[src/rtl/serial_pattern_tx_if.sv]
// rtl/serial_pattern_tx_if.sv - request/stream bundle for the serial pattern transmitter
interface serial_pattern_tx_if #(
    parameter int PAT_W = 8,
    parameter int REP_W = 4
);
    localparam int LEN_W = $clog2(PAT_W) + 1;

    logic             start_i;
    logic [PAT_W-1:0] pattern_i;
    logic [LEN_W-1:0] len_i;
    logic [REP_W-1:0] repeat_i;
    logic             ready_i;
    logic             data_o;
    logic             valid_o;
    logic             busy_o;
    logic             done_o;

    // Requester side: issues the pattern and accepts the serial stream
    modport master (
        output start_i, pattern_i, len_i, repeat_i, ready_i,
        input  data_o, valid_o, busy_o, done_o
    );

    // Transmitter side
    modport slave (
        input  start_i, pattern_i, len_i, repeat_i, ready_i,
        output data_o, valid_o, busy_o, done_o
    );
endinterface

[src/rtl/serial_pattern_tx.sv]
// rtl/serial_pattern_tx.sv - serialises a captured bit pattern MSB-first with repeats and backpressure
module serial_pattern_tx #(
    parameter int PAT_W = 8,
    parameter int REP_W = 4
) (
    input  logic               clk_i,
    input  logic               rst_n_i,
    serial_pattern_tx_if.slave bus
);
    localparam int LEN_W = $clog2(PAT_W) + 1;
    localparam int IDX_W = $clog2(PAT_W);

    typedef enum logic [1:0] {
        S_IDLE  = 2'd0,
        S_SHIFT = 2'd1,
        S_DONE  = 2'd2
    } state_t;

    state_t           state;
    logic [PAT_W-1:0] pat_q;
    logic [IDX_W-1:0] idx_q;
    logic [IDX_W-1:0] last_q;
    logic [REP_W-1:0] rep_q;
    logic             data_q;
    logic             valid_q;
    logic             busy_q;
    logic             done_q;

    logic [LEN_W-1:0] len_eff;
    logic [IDX_W-1:0] start_idx;
    logic [IDX_W-1:0] dec_idx;

    // Clamp the requested length and derive the first/next bit positions
    always_comb begin
        len_eff   = (bus.len_i > LEN_W'(PAT_W)) ? LEN_W'(PAT_W) : bus.len_i;
        start_idx = IDX_W'(len_eff - LEN_W'(1));
        dec_idx   = idx_q - IDX_W'(1);
    end

    // Transmit FSM; outputs are registered alongside the state so they carry no input paths
    always_ff @(posedge clk_i or negedge rst_n_i) begin
        if (!rst_n_i) begin
            state   <= S_IDLE;
            pat_q   <= '0;
            idx_q   <= '0;
            last_q  <= '0;
            rep_q   <= '0;
            data_q  <= 1'b0;
            valid_q <= 1'b0;
            busy_q  <= 1'b0;
            done_q  <= 1'b0;
        end else begin
            case (state)
                S_IDLE: begin
                    data_q  <= 1'b0;
                    valid_q <= 1'b0;
                    busy_q  <= 1'b0;
                    done_q  <= 1'b0;
                    // A zero-length request is dropped silently
                    if (bus.start_i && (bus.len_i != '0)) begin
                        pat_q   <= bus.pattern_i;
                        idx_q   <= start_idx;
                        last_q  <= start_idx;
                        rep_q   <= bus.repeat_i;
                        data_q  <= bus.pattern_i[start_idx];
                        valid_q <= 1'b1;
                        busy_q  <= 1'b1;
                        state   <= S_SHIFT;
                    end
                end
                S_SHIFT: begin
                    if (bus.ready_i) begin
                        if (idx_q != '0) begin
                            idx_q  <= dec_idx;
                            data_q <= pat_q[dec_idx];
                        end else if (rep_q != '0) begin
                            // Wrap straight into the next repetition without a bubble
                            rep_q  <= rep_q - REP_W'(1);
                            idx_q  <= last_q;
                            data_q <= pat_q[last_q];
                        end else begin
                            data_q  <= 1'b0;
                            valid_q <= 1'b0;
                            done_q  <= 1'b1;
                            state   <= S_DONE;
                        end
                    end
                end
                S_DONE: begin
                    done_q <= 1'b0;
                    busy_q <= 1'b0;
                    state  <= S_IDLE;
                end
                default: begin
                    data_q  <= 1'b0;
                    valid_q <= 1'b0;
                    busy_q  <= 1'b0;
                    done_q  <= 1'b0;
                    state   <= S_IDLE;
                end
            endcase
        end
    end

    assign bus.data_o  = data_q;
    assign bus.valid_o = valid_q;
    assign bus.busy_o  = busy_q;
    assign bus.done_o  = done_q;
endmodule

[src/flat_wrapper.sv]
// flat-port wrapper written by rule: the top's interface ports become plain ports
module serial_pattern_tx_flat 
#(
    parameter int PAT_W = 8,
    parameter int REP_W = 4
)
  (clk_i, rst_n_i, bus_start_i, bus_pattern_i, bus_len_i, bus_repeat_i, bus_ready_i, bus_data_o, bus_valid_o, bus_busy_o, bus_done_o);
  serial_pattern_tx_if #(.PAT_W(PAT_W), .REP_W(REP_W)) bus_i ();
  input  logic clk_i;
  input  logic rst_n_i;
  input wire logic [$bits(bus_i.start_i)-1:0] bus_start_i;
  input wire logic [$bits(bus_i.pattern_i)-1:0] bus_pattern_i;
  input wire logic [$bits(bus_i.len_i)-1:0] bus_len_i;
  input wire logic [$bits(bus_i.repeat_i)-1:0] bus_repeat_i;
  input wire logic [$bits(bus_i.ready_i)-1:0] bus_ready_i;
  output wire logic [$bits(bus_i.data_o)-1:0] bus_data_o;
  output wire logic [$bits(bus_i.valid_o)-1:0] bus_valid_o;
  output wire logic [$bits(bus_i.busy_o)-1:0] bus_busy_o;
  output wire logic [$bits(bus_i.done_o)-1:0] bus_done_o;
  assign bus_i.start_i = bus_start_i;
  assign bus_i.pattern_i = bus_pattern_i;
  assign bus_i.len_i = bus_len_i;
  assign bus_i.repeat_i = bus_repeat_i;
  assign bus_i.ready_i = bus_ready_i;
  assign bus_data_o = bus_i.data_o;
  assign bus_valid_o = bus_i.valid_o;
  assign bus_busy_o = bus_i.busy_o;
  assign bus_done_o = bus_i.done_o;
  serial_pattern_tx #(.PAT_W(PAT_W), .REP_W(REP_W)) u_core (.clk_i(clk_i), .rst_n_i(rst_n_i), .bus(bus_i));
endmodule
[config.mk]
export PLATFORM = sky130hd
export DESIGN_NAME = serial_pattern_tx_flat
export DESIGN_NICKNAME = d
export VERILOG_FILES = /design/src/rtl/serial_pattern_tx_if.sv /design/src/rtl/serial_pattern_tx.sv /design/src/flat_wrapper.sv
export SDC_FILE = /design/constraint.sdc
export NUM_CORES = 1
export LEC_CHECK = 0
export CORE_MARGIN = 5
export CORE_UTILIZATION = 55
export CTS_BUF_LIST = sky130_fd_sc_hd__clkbuf_4 sky130_fd_sc_hd__clkbuf_8
export CTS_CLUSTER_DIAMETER = 100
export DETAILED_ROUTE_END_ITERATION = 10
export HOLD_SLACK_MARGIN = 0.08
export PLACE_DENSITY_LB_ADDON = 0.25
export SLEW_MARGIN = 20
export SYNTH_ARGS = -nofsm -noshare
export SYNTH_HDL_FRONTEND = slang
export SYNTH_SLANG_ARGS = --single-unit
[constraint.sdc]
create_clock -name clk_i -period 2.6 [get_ports clk_i]
set_input_delay 0.52 -clock clk_i [delete_from_list [all_inputs] [get_ports clk_i]]
set_output_delay 0.52 -clock clk_i [all_outputs]
set_load 0.02 [all_outputs]
==> flow_results.xml, run 1 <==
<?xml version="1.0" encoding="UTF-8"?>
<metrics>
  <group name="outcome">
    <metric name="run_status" unit="">complete, no violations</metric>
  </group>
  <group name="logic_synthesis">
    <metric name="synth-xor-area-share" unit="">0.006034</metric>
    <metric name="netlist_area" unit="µm²">1451</metric>
    <metric name="postSynthRegisterBits" unit="">24</metric>
    <metric name="synth_area_in_compound_gates" unit="">0.1612</metric>
    <metric name="yosysSeqAreaShare" unit="">0.4138</metric>
    <metric name="synthAdderAreaFrac" unit="">0.04310</metric>
    <metric name="yosysUniqueCellTypes" unit="">42</metric>
    <metric name="postSynth.topFlopCell" unit="">dfrtp_1</metric>
    <metric name="synth_warnings" unit="">0</metric>
    <metric name="dominant_combinational_cell_family_by_area_after_synthesis" unit="">simple AND/OR/NAND/NOR gates</metric>
    <metric name="ys_async_sr_fraction" unit="">1.000</metric>
    <metric name="synth.area.mux_share" unit="">0.1672</metric>
    <metric name="synth_edf_count" unit="">0</metric>
    <metric name="postSynthCellCount" unit="">139</metric>
    <metric name="post_synth.cell_area_avg" unit="µm²">10.44</metric>
    <metric name="synth.net_count" unit="">164</metric>
    <metric name="synth_area_in_simple_gates" unit="">0.1690</metric>
  </group>
  <group name="clock_tree">
    <metric name="cts_setup_buffers" unit="">0</metric>
    <metric name="htree_levels" unit="">1</metric>
    <metric name="cts_tree" unit="">yes</metric>
    <metric name="clock_insertion_delay_worst_skew" unit="ns">0.31</metric>
    <metric name="cts.reportedPaths.clkPinSlew" unit="ns">0.13</metric>
    <metric name="cts_made_buffers" unit="">3</metric>
    <metric name="clock_tree.buffer_depth" unit="">2</metric>
    <metric name="clock_sink_count" unit="">24</metric>
    <metric name="root_buffer_cell" unit="">clkbuf_4</metric>
    <metric name="cts-hold-fix-buffers" unit="">0</metric>
    <metric name="ctsResizeCount" unit="">0</metric>
  </group>
  <group name="global_route">
    <metric name="global_route.overflow_total" unit="">0</metric>
    <metric name="grt_pass1_wl" unit="mm">5.582</metric>
    <metric name="grt_max_degree" unit="">25</metric>
    <metric name="use_met1" unit="">0.2719</metric>
    <metric name="met3_usage" unit="">0.04822</metric>
    <metric name="gr-usage-met2" unit="">0.3248</metric>
    <metric name="antenna_found_initial" unit="">0</metric>
    <metric name="first_global_vias" unit="">1182</metric>
    <metric name="grt.total_usage" unit="">0.2033</metric>
    <metric name="top_usage_layer" unit="">met2</metric>
  </group>
  <group name="place">
    <metric name="dpl_worst_slack" unit="ns">-0.01668</metric>
    <metric name="number_of_port_buffers" unit="">23</metric>
    <metric name="detailed_placement_hpwl" unit="mm">2.520</metric>
    <metric name="gp_congestion" unit="">0.8254</metric>
  </group>
  <group name="power_and_ir_drop">
    <metric name="total_internal_power" unit="W">0.001246</metric>
    <metric name="clock_power_share" unit="">0.134</metric>
    <metric name="power_switching" unit="W">0.0007679</metric>
    <metric name="swShare" unit="">0.3814</metric>
    <metric name="power_density" unit="nW/µm²">1125</metric>
    <metric name="p_comb_frac" unit="">0.508</metric>
    <metric name="seq_power_share" unit="">0.358</metric>
    <metric name="vdd_drop_max" unit="V">0.0008679</metric>
    <metric name="reported_leakage_power" unit="nW">0.7479</metric>
  </group>
  <group name="hold_path">
    <metric name="timing.hold.worst.start" unit="">u_core.bus.busy_o</metric>
    <metric name="worstHoldPathType" unit="">flop to flop</metric>
    <metric name="whs_endpoint" unit="">u_core.bus.busy_o</metric>
    <metric name="worst_hold_path.num_cells" unit="">1</metric>
  </group>
  <group name="setup_path">
    <metric name="crit-reg2reg-launch" unit="">u_core.idx_q[0]</metric>
    <metric name="worst_r2r_path_depth" unit="">7</metric>
    <metric name="reg2reg_setup_slack" unit="ns">0.46</metric>
    <metric name="setup.worst_path.end_class" unit="">flop</metric>
    <metric name="worstPathRequired" unit="ns">2.80</metric>
    <metric name="timing.rr.end" unit="">u_core.rep_q[0]</metric>
    <metric name="crit_path_start_kind" unit="">input port</metric>
    <metric name="critPathArrivalTime" unit="ns">2.45</metric>
    <metric name="worst-path-max-fanout" unit="">4</metric>
    <metric name="worstSetupPathType" unit="">input port to flop</metric>
  </group>
  <group name="sta">
    <metric name="fin_hold_ws" unit="ns">0.5033</metric>
    <metric name="hold_viol_final" unit="">0</metric>
    <metric name="final_cycle_utilization_of_the_critical_path" unit="">0.8679</metric>
    <metric name="report.final.slew_viol_count" unit="">0</metric>
    <metric name="final_period_minus_worst_setup_slack" unit="ns">2.257</metric>
    <metric name="setup_violations" unit="">0</metric>
    <metric name="final.setup_skew" unit="ns">0.003389</metric>
    <metric name="max_freq" unit="MHz">443.1</metric>
    <metric name="tightest_slew" unit="ns">0.5803</metric>
    <metric name="max-slew-margin-rel" unit="">0.6090</metric>
    <metric name="fin_ws" unit="ns">0.3434</metric>
    <metric name="rsz_0062_raised_after_global_routing" unit="">no</metric>
  </group>
  <group name="cells_and_area">
    <metric name="area_delta_synth_final" unit="%">23.36</metric>
    <metric name="num_antenna_cells" unit="">0</metric>
    <metric name="utilization" unit="">0.7162</metric>
    <metric name="mostFrequentLayoutCell" unit="">dfrtp_1</metric>
    <metric name="drive_gt1_frac" unit="">0.1627</metric>
    <metric name="fin_nets" unit="">192</metric>
    <metric name="mostFrequentLayoutCells" unit="">dfrtp_1 (24), clkdlybuf4s50_1 (23), nor2_1 (15)</metric>
  </group>
  <group name="die">
    <metric name="die_x" unit="µm">61.37</metric>
    <metric name="core.rowCount" unit="">18</metric>
    <metric name="core_area" unit="µm²">2500</metric>
    <metric name="area_of_the_die" unit="µm²">3766</metric>
    <metric name="start_util" unit="">0.5806</metric>
    <metric name="number_of_placed_i_o_pins" unit="">24</metric>
    <metric name="die_height" unit="µm">61.37</metric>
  </group>
  <group name="routing">
    <metric name="wl" unit="mm">3.280</metric>
    <metric name="drtIter0Drc" unit="">80</metric>
    <metric name="postRouteAntennaNets" unit="">0</metric>
    <metric name="drt_pre_antenna_iters" unit="">4</metric>
    <metric name="vias" unit="">1183</metric>
    <metric name="drt-wirelength-per-cell" unit="µm">16.73</metric>
    <metric name="post_drt_via_cell_ratio" unit="">6.036</metric>
    <metric name="drcViolationCount" unit="">0</metric>
  </group>
  <group name="job">
    <metric name="max-cap-violations" unit="">0</metric>
  </group>
</metrics>
[worst max-delay path by stage]
stage	end	from	slack, ns	depth (start not counted)
2_1_floorplan	u_core.bus.data_o	bus_len_i[0]	0.42	7
3_3_place_gp	u_core.bus.data_o	bus_len_i[0]	0.03	8
3_5_place_dp	u_core.bus.data_o	bus_len_i[0]	-0.02	8
4_1_cts	u_core.bus.data_o	bus_len_i[0]	0.35	8
5_1_grt	u_core.bus.data_o	bus_len_i[0]	0.26	8
6_report	u_core.bus.data_o	bus_len_i[0]	0.34	8
[through the flow]
stage	instance area, µm²	setup TNS, ns	total power, W	instances
6_report	1790	0	0.002014	196
5_1_grt	1790	0	0.002189	196
4_1_cts	1790	0	0.002023	196
3_5_place_dp	1738	-0.01668	0.001741	192
3_3_place_gp	1738	0	0.001699	192
2_1_floorplan	1451	0	0.001456	139
[layer usage]
| layer | vias to the layer above | wire length [µm] |
|---|---|---|
| li1 | 560 | - |
| met1 | 579 | 1420 |
| met2 | 36 | 1636 |
| met3 | 8 | 162 |
| met4 | 0 | 61 |
| met5 | - | 0 |
[Yosys cell counts (all sizes together), types with 2 or more instances]
cell / instances / area, µm²
dfrtp: 24 / 600.6
nor2: 15 / 56.30
o21ai: 15 / 75.07
mux2: 9 / 101.4
inv: 8 / 30.03
a21oi: 7 / 35.03
nand2: 6 / 22.52
ha: 5 / 62.56
mux4: 5 / 121.4
clkbuf: 4 / 16.26
nor2b: 4 / 25.02
nand2b: 3 / 18.77
nor3b: 3 / 22.52
a211oi: 2 / 15.01
a21o: 2 / 15.01
and2: 2 / 15.02
mux2i: 2 / 20.02
nand3: 2 / 10.01
nand3b: 2 / 15.01
nor3: 2 / 10.01
or2b: 2 / 16.27
[state kept, by name (all words and copies together), names as in the netlist]
signal,count
u_core.bus.busy_o,1
u_core.bus.data_o,1
u_core.bus.done_o,1
u_core.bus.valid_o,1
u_core.idx_q,3
u_core.last_q,3
u_core.pat_q,8
u_core.rep_q,4
u_core.state,2
[cell type report]
type / instances / area (µm²)
Sequential cell: 24 / 600.6
Inverter: 8 / 30.03
Tap cell: 30 / 37.54
Timing Repair Buffer: 28 / 267.8
Multi-Input combinational cell: 102 / 802.0
Fill cell: 189 / 709.4
Clock buffer: 3 / 22.52
Clock inverter: 1 / 30.03
[critical path: stages]
cell and delay, ns:
clkdlybuf4s50_1 0.47, nor2b_1 0.16, inv_1 0.06, ha_1 0.20, xnor2_1 0.33, mux4_4 0.48
nand3b_1 0.12, a41oi_1 0.11
[cell families (layout without fill, tap and decap cells)]
group / Yosys count / in the layout
flip-flops: 24 / 24
XOR/XNOR: 1 / 1
multiplexers: 16 / 16
adder cells (fa/ha/maj): 5 / 5
AO/OA/AOI/OAI: 35 / 35
buffers and inverters: 13 / 40
AND/OR/NAND/NOR: 45 / 45
[power groups by stage]
stage	sequential, W	combinational (W)	clock (W)
finish	0.000722	0.00102	0.000269
floorplan	0.000707	0.000749	0
global placement	0.000709	0.000990	0
CTS	0.000720	0.00102	0.000279
detailed placement	0.000727	0.00101	0
global route	0.000753	0.00113	0.000301
(Power assumes the default switching activity.)
==> run 2, diff against run 1 <==
Settings changed: CORE_UTILIZATION 55 to 31.
==> flow_results.xml, run 2 (same netlist as run 1, synthesis figures left out) <==
<?xml version="1.0" encoding="UTF-8"?>
<metrics>
  <group name="clock_tree">
    <metric name="clock_tree.buffer_depth" unit="">2</metric>
    <metric name="cts_made_buffers" unit="">3</metric>
    <metric name="clock_insertion_delay_worst_skew" unit="ns">0.26</metric>
    <metric name="ctsResizeCount" unit="">0</metric>
    <metric name="clock_sink_count" unit="">24</metric>
    <metric name="cts.reportedPaths.clkPinSlew" unit="ns">0.09</metric>
    <metric name="htree_levels" unit="">1</metric>
    <metric name="root_buffer_cell" unit="">clkbuf_8</metric>
    <metric name="cts-hold-fix-buffers" unit="">0</metric>
    <metric name="cts_tree" unit="">yes</metric>
    <metric name="cts_setup_buffers" unit="">0</metric>
  </group>
  <group name="cells_and_area">
    <metric name="largest_reg_flops" unit="">8</metric>
    <metric name="fin_nets" unit="">192</metric>
    <metric name="registers.top_by_ff_count" unit="">u_core.pat_q</metric>
    <metric name="area_delta_synth_final" unit="%">24.83</metric>
    <metric name="mostFrequentLayoutCell" unit="">dfrtp_1</metric>
    <metric name="drive_gt1_frac" unit="">0.1627</metric>
    <metric name="mostFrequentLayoutCells" unit="">dfrtp_1 (24), clkdlybuf4s50_1 (23), nor2_1 (15)</metric>
    <metric name="post_route_insts_no_fill" unit="">218</metric>
    <metric name="biggestRegsByFlops" unit="">u_core.pat_q: 8 flops, u_core.rep_q: 4 flops</metric>
    <metric name="utilization" unit="">0.4077</metric>
    <metric name="num_antenna_cells" unit="">0</metric>
  </group>
  <group name="power_and_ir_drop">
    <metric name="seq_power_share" unit="">0.362</metric>
    <metric name="power_switching" unit="W">0.0007689</metric>
    <metric name="swShare" unit="">0.3858</metric>
    <metric name="total_internal_power" unit="W">0.001224</metric>
    <metric name="vdd_drop_max" unit="V">0.0004528</metric>
    <metric name="p_comb_frac" unit="">0.511</metric>
    <metric name="reported_leakage_power" unit="nW">0.7444</metric>
    <metric name="clock_power_share" unit="">0.127</metric>
    <metric name="power_density" unit="nW/µm²">1100</metric>
  </group>
  <group name="setup_path">
    <metric name="worstPathRequired" unit="ns">2.74</metric>
    <metric name="reg2reg_setup_slack" unit="ns">0.46</metric>
    <metric name="worst_r2r_path_depth" unit="">7</metric>
    <metric name="setup.worst_path.end_class" unit="">flop</metric>
    <metric name="worstSetupPathType" unit="">input port to flop</metric>
    <metric name="critPathArrivalTime" unit="ns">2.39</metric>
    <metric name="timing.rr.end" unit="">u_core.bus.data_o</metric>
    <metric name="path_buf_inv" unit="">2</metric>
    <metric name="crit_path_top_delay_cell" unit="">clkdlybuf4s50_1</metric>
    <metric name="cp_cell_sequence" unit="">clkdlybuf4s50_1 -&gt; nor2b_1 -&gt; inv_1 -&gt; ha_1 -&gt; xnor2_1 -&gt; mux4_4 -&gt; nand3_1 -&gt; a41oi_1</metric>
    <metric name="highest_cell_delay_on_the_worst_timing_path" unit="ns">0.47</metric>
    <metric name="critical-path-top-delay-family" unit="">buffers and inverters</metric>
    <metric name="crit_path_start_kind" unit="">input port</metric>
    <metric name="worst-path-max-fanout" unit="">3</metric>
    <metric name="crit-reg2reg-launch" unit="">u_core.idx_q[0]</metric>
  </group>
  <group name="routing">
    <metric name="drtIter0Drc" unit="">52</metric>
    <metric name="postRouteAntennaNets" unit="">0</metric>
    <metric name="m1WireLength" unit="mm">1.425</metric>
    <metric name="drt-wirelength-per-cell" unit="µm">15.13</metric>
    <metric name="drt_pre_antenna_iters" unit="">4</metric>
    <metric name="highest_layer" unit="">met4</metric>
    <metric name="route.met2.wl" unit="mm">1.715</metric>
    <metric name="drcViolationCount" unit="">0</metric>
    <metric name="post_drt_via_cell_ratio" unit="">5.344</metric>
    <metric name="met3_wirelength" unit="µm">137</metric>
    <metric name="wl" unit="mm">3.299</metric>
    <metric name="vias" unit="">1165</metric>
  </group>
  <group name="die">
    <metric name="core_area" unit="µm²">4444</metric>
    <metric name="number_of_placed_i_o_pins" unit="">24</metric>
    <metric name="die_height" unit="µm">78.43</metric>
    <metric name="start_util" unit="">0.3266</metric>
    <metric name="die_x" unit="µm">78.43</metric>
    <metric name="core.rowCount" unit="">24</metric>
    <metric name="area_of_the_die" unit="µm²">6150</metric>
  </group>
  <group name="sta">
    <metric name="hold_viol_final" unit="">0</metric>
    <metric name="fin_hold_ws" unit="ns">0.4852</metric>
    <metric name="max_freq" unit="MHz">443.0</metric>
    <metric name="final_period_minus_worst_setup_slack" unit="ns">2.257</metric>
    <metric name="final.setup_skew" unit="ns">0.002001</metric>
    <metric name="max-slew-margin-rel" unit="">0.5431</metric>
    <metric name="rsz_0062_raised_after_global_routing" unit="">no</metric>
    <metric name="fin_tns_setup" unit="ns">0</metric>
    <metric name="report.final.slew_viol_count" unit="">0</metric>
    <metric name="final_cycle_utilization_of_the_critical_path" unit="">0.8681</metric>
    <metric name="tightest_slew" unit="ns">0.6839</metric>
    <metric name="setup_violations" unit="">0</metric>
  </group>
  <group name="global_route">
    <metric name="grt.total_usage" unit="">0.1133</metric>
    <metric name="first_global_vias" unit="">1185</metric>
    <metric name="grt_max_degree" unit="">25</metric>
    <metric name="grt_pass1_wl" unit="mm">5.602</metric>
    <metric name="global_route.overflow_total" unit="">0</metric>
    <metric name="antenna_found_initial" unit="">0</metric>
  </group>
  <group name="hold_path">
    <metric name="worstHoldPathType" unit="">flop to flop</metric>
    <metric name="timing.hold.worst.start" unit="">u_core.bus.valid_o</metric>
    <metric name="whs_endpoint" unit="">u_core.bus.valid_o</metric>
    <metric name="worst_hold_path.num_cells" unit="">1</metric>
  </group>
  <group name="outcome">
    <metric name="run_status" unit="">complete, no violations</metric>
  </group>
  <group name="place">
    <metric name="number_of_port_buffers" unit="">23</metric>
    <metric name="place_inst" unit="">214</metric>
    <metric name="gp_congestion" unit="">0.7997</metric>
    <metric name="detailed_placement_hpwl" unit="mm">2.530</metric>
  </group>
  <group name="job">
    <metric name="max-cap-violations" unit="">0</metric>
  </group>
</metrics>
[run 2: how the worst max path moves through the flow]
stage | endpoint | start | slack [ns] | cells past startpoint
6_report | u_core.bus.data_o | bus_len_i[0] | 0.34 | 8
5_1_grt | u_core.bus.data_o | bus_len_i[0] | 0.24 | 8
4_1_cts | u_core.bus.data_o | bus_len_i[0] | 0.34 | 8
3_5_place_dp | u_core.bus.data_o | bus_len_i[0] | 0.04 | 8
3_3_place_gp | u_core.bus.data_o | bus_len_i[0] | 0.13 | 8
2_1_floorplan | u_core.bus.data_o | bus_len_i[0] | 0.42 | 7
[run 2: power by group through the flow]
| stage | Combinational (W) | Sequential, W | Clock, W |
|---|---|---|---|
| after detailed placement | 0.00102 | 0.000724 | 0 |
| after global routing | 0.00113 | 0.000748 | 0.000287 |
| after CTS | 0.00103 | 0.000715 | 0.000268 |
| final | 0.00102 | 0.000720 | 0.000254 |
| after global placement | 0.000989 | 0.000721 | 0 |
| after floorplan | 0.000749 | 0.000707 | 0 |
[run 2: through the flow]
stage	power (W)	setup WS (ns)	area [µm²]
after global placement	0.001710	0.1349	1757
final	0.001993	0.3429	1812
after floorplan	0.001456	0.4203	1451
after global routing	0.002162	0.2441	1812
after detailed placement	0.001741	0.04275	1757
after CTS	0.002010	0.3394	1812
[run 2: area by class of cell]
type,count,area (µm²)
multi-input cells,102,793.3
clock buffers,4,55.05
flip-flops and latches,24,600.6
well taps,52,65.06
inverters,8,30.03
fillers,443,2633
repair buffers,28,267.8
[run 2: per-layer routing]
| layer | GRT usage | up-vias |
|---|---|---|
| met2 | 0.1995 | 26 |
| met1 | 0.1425 | 575 |
| met3 | 0.01716 | 2 |
| met5 | 0 | - |
| li1 | - | 562 |
| met4 | 0.03671 | 0 |
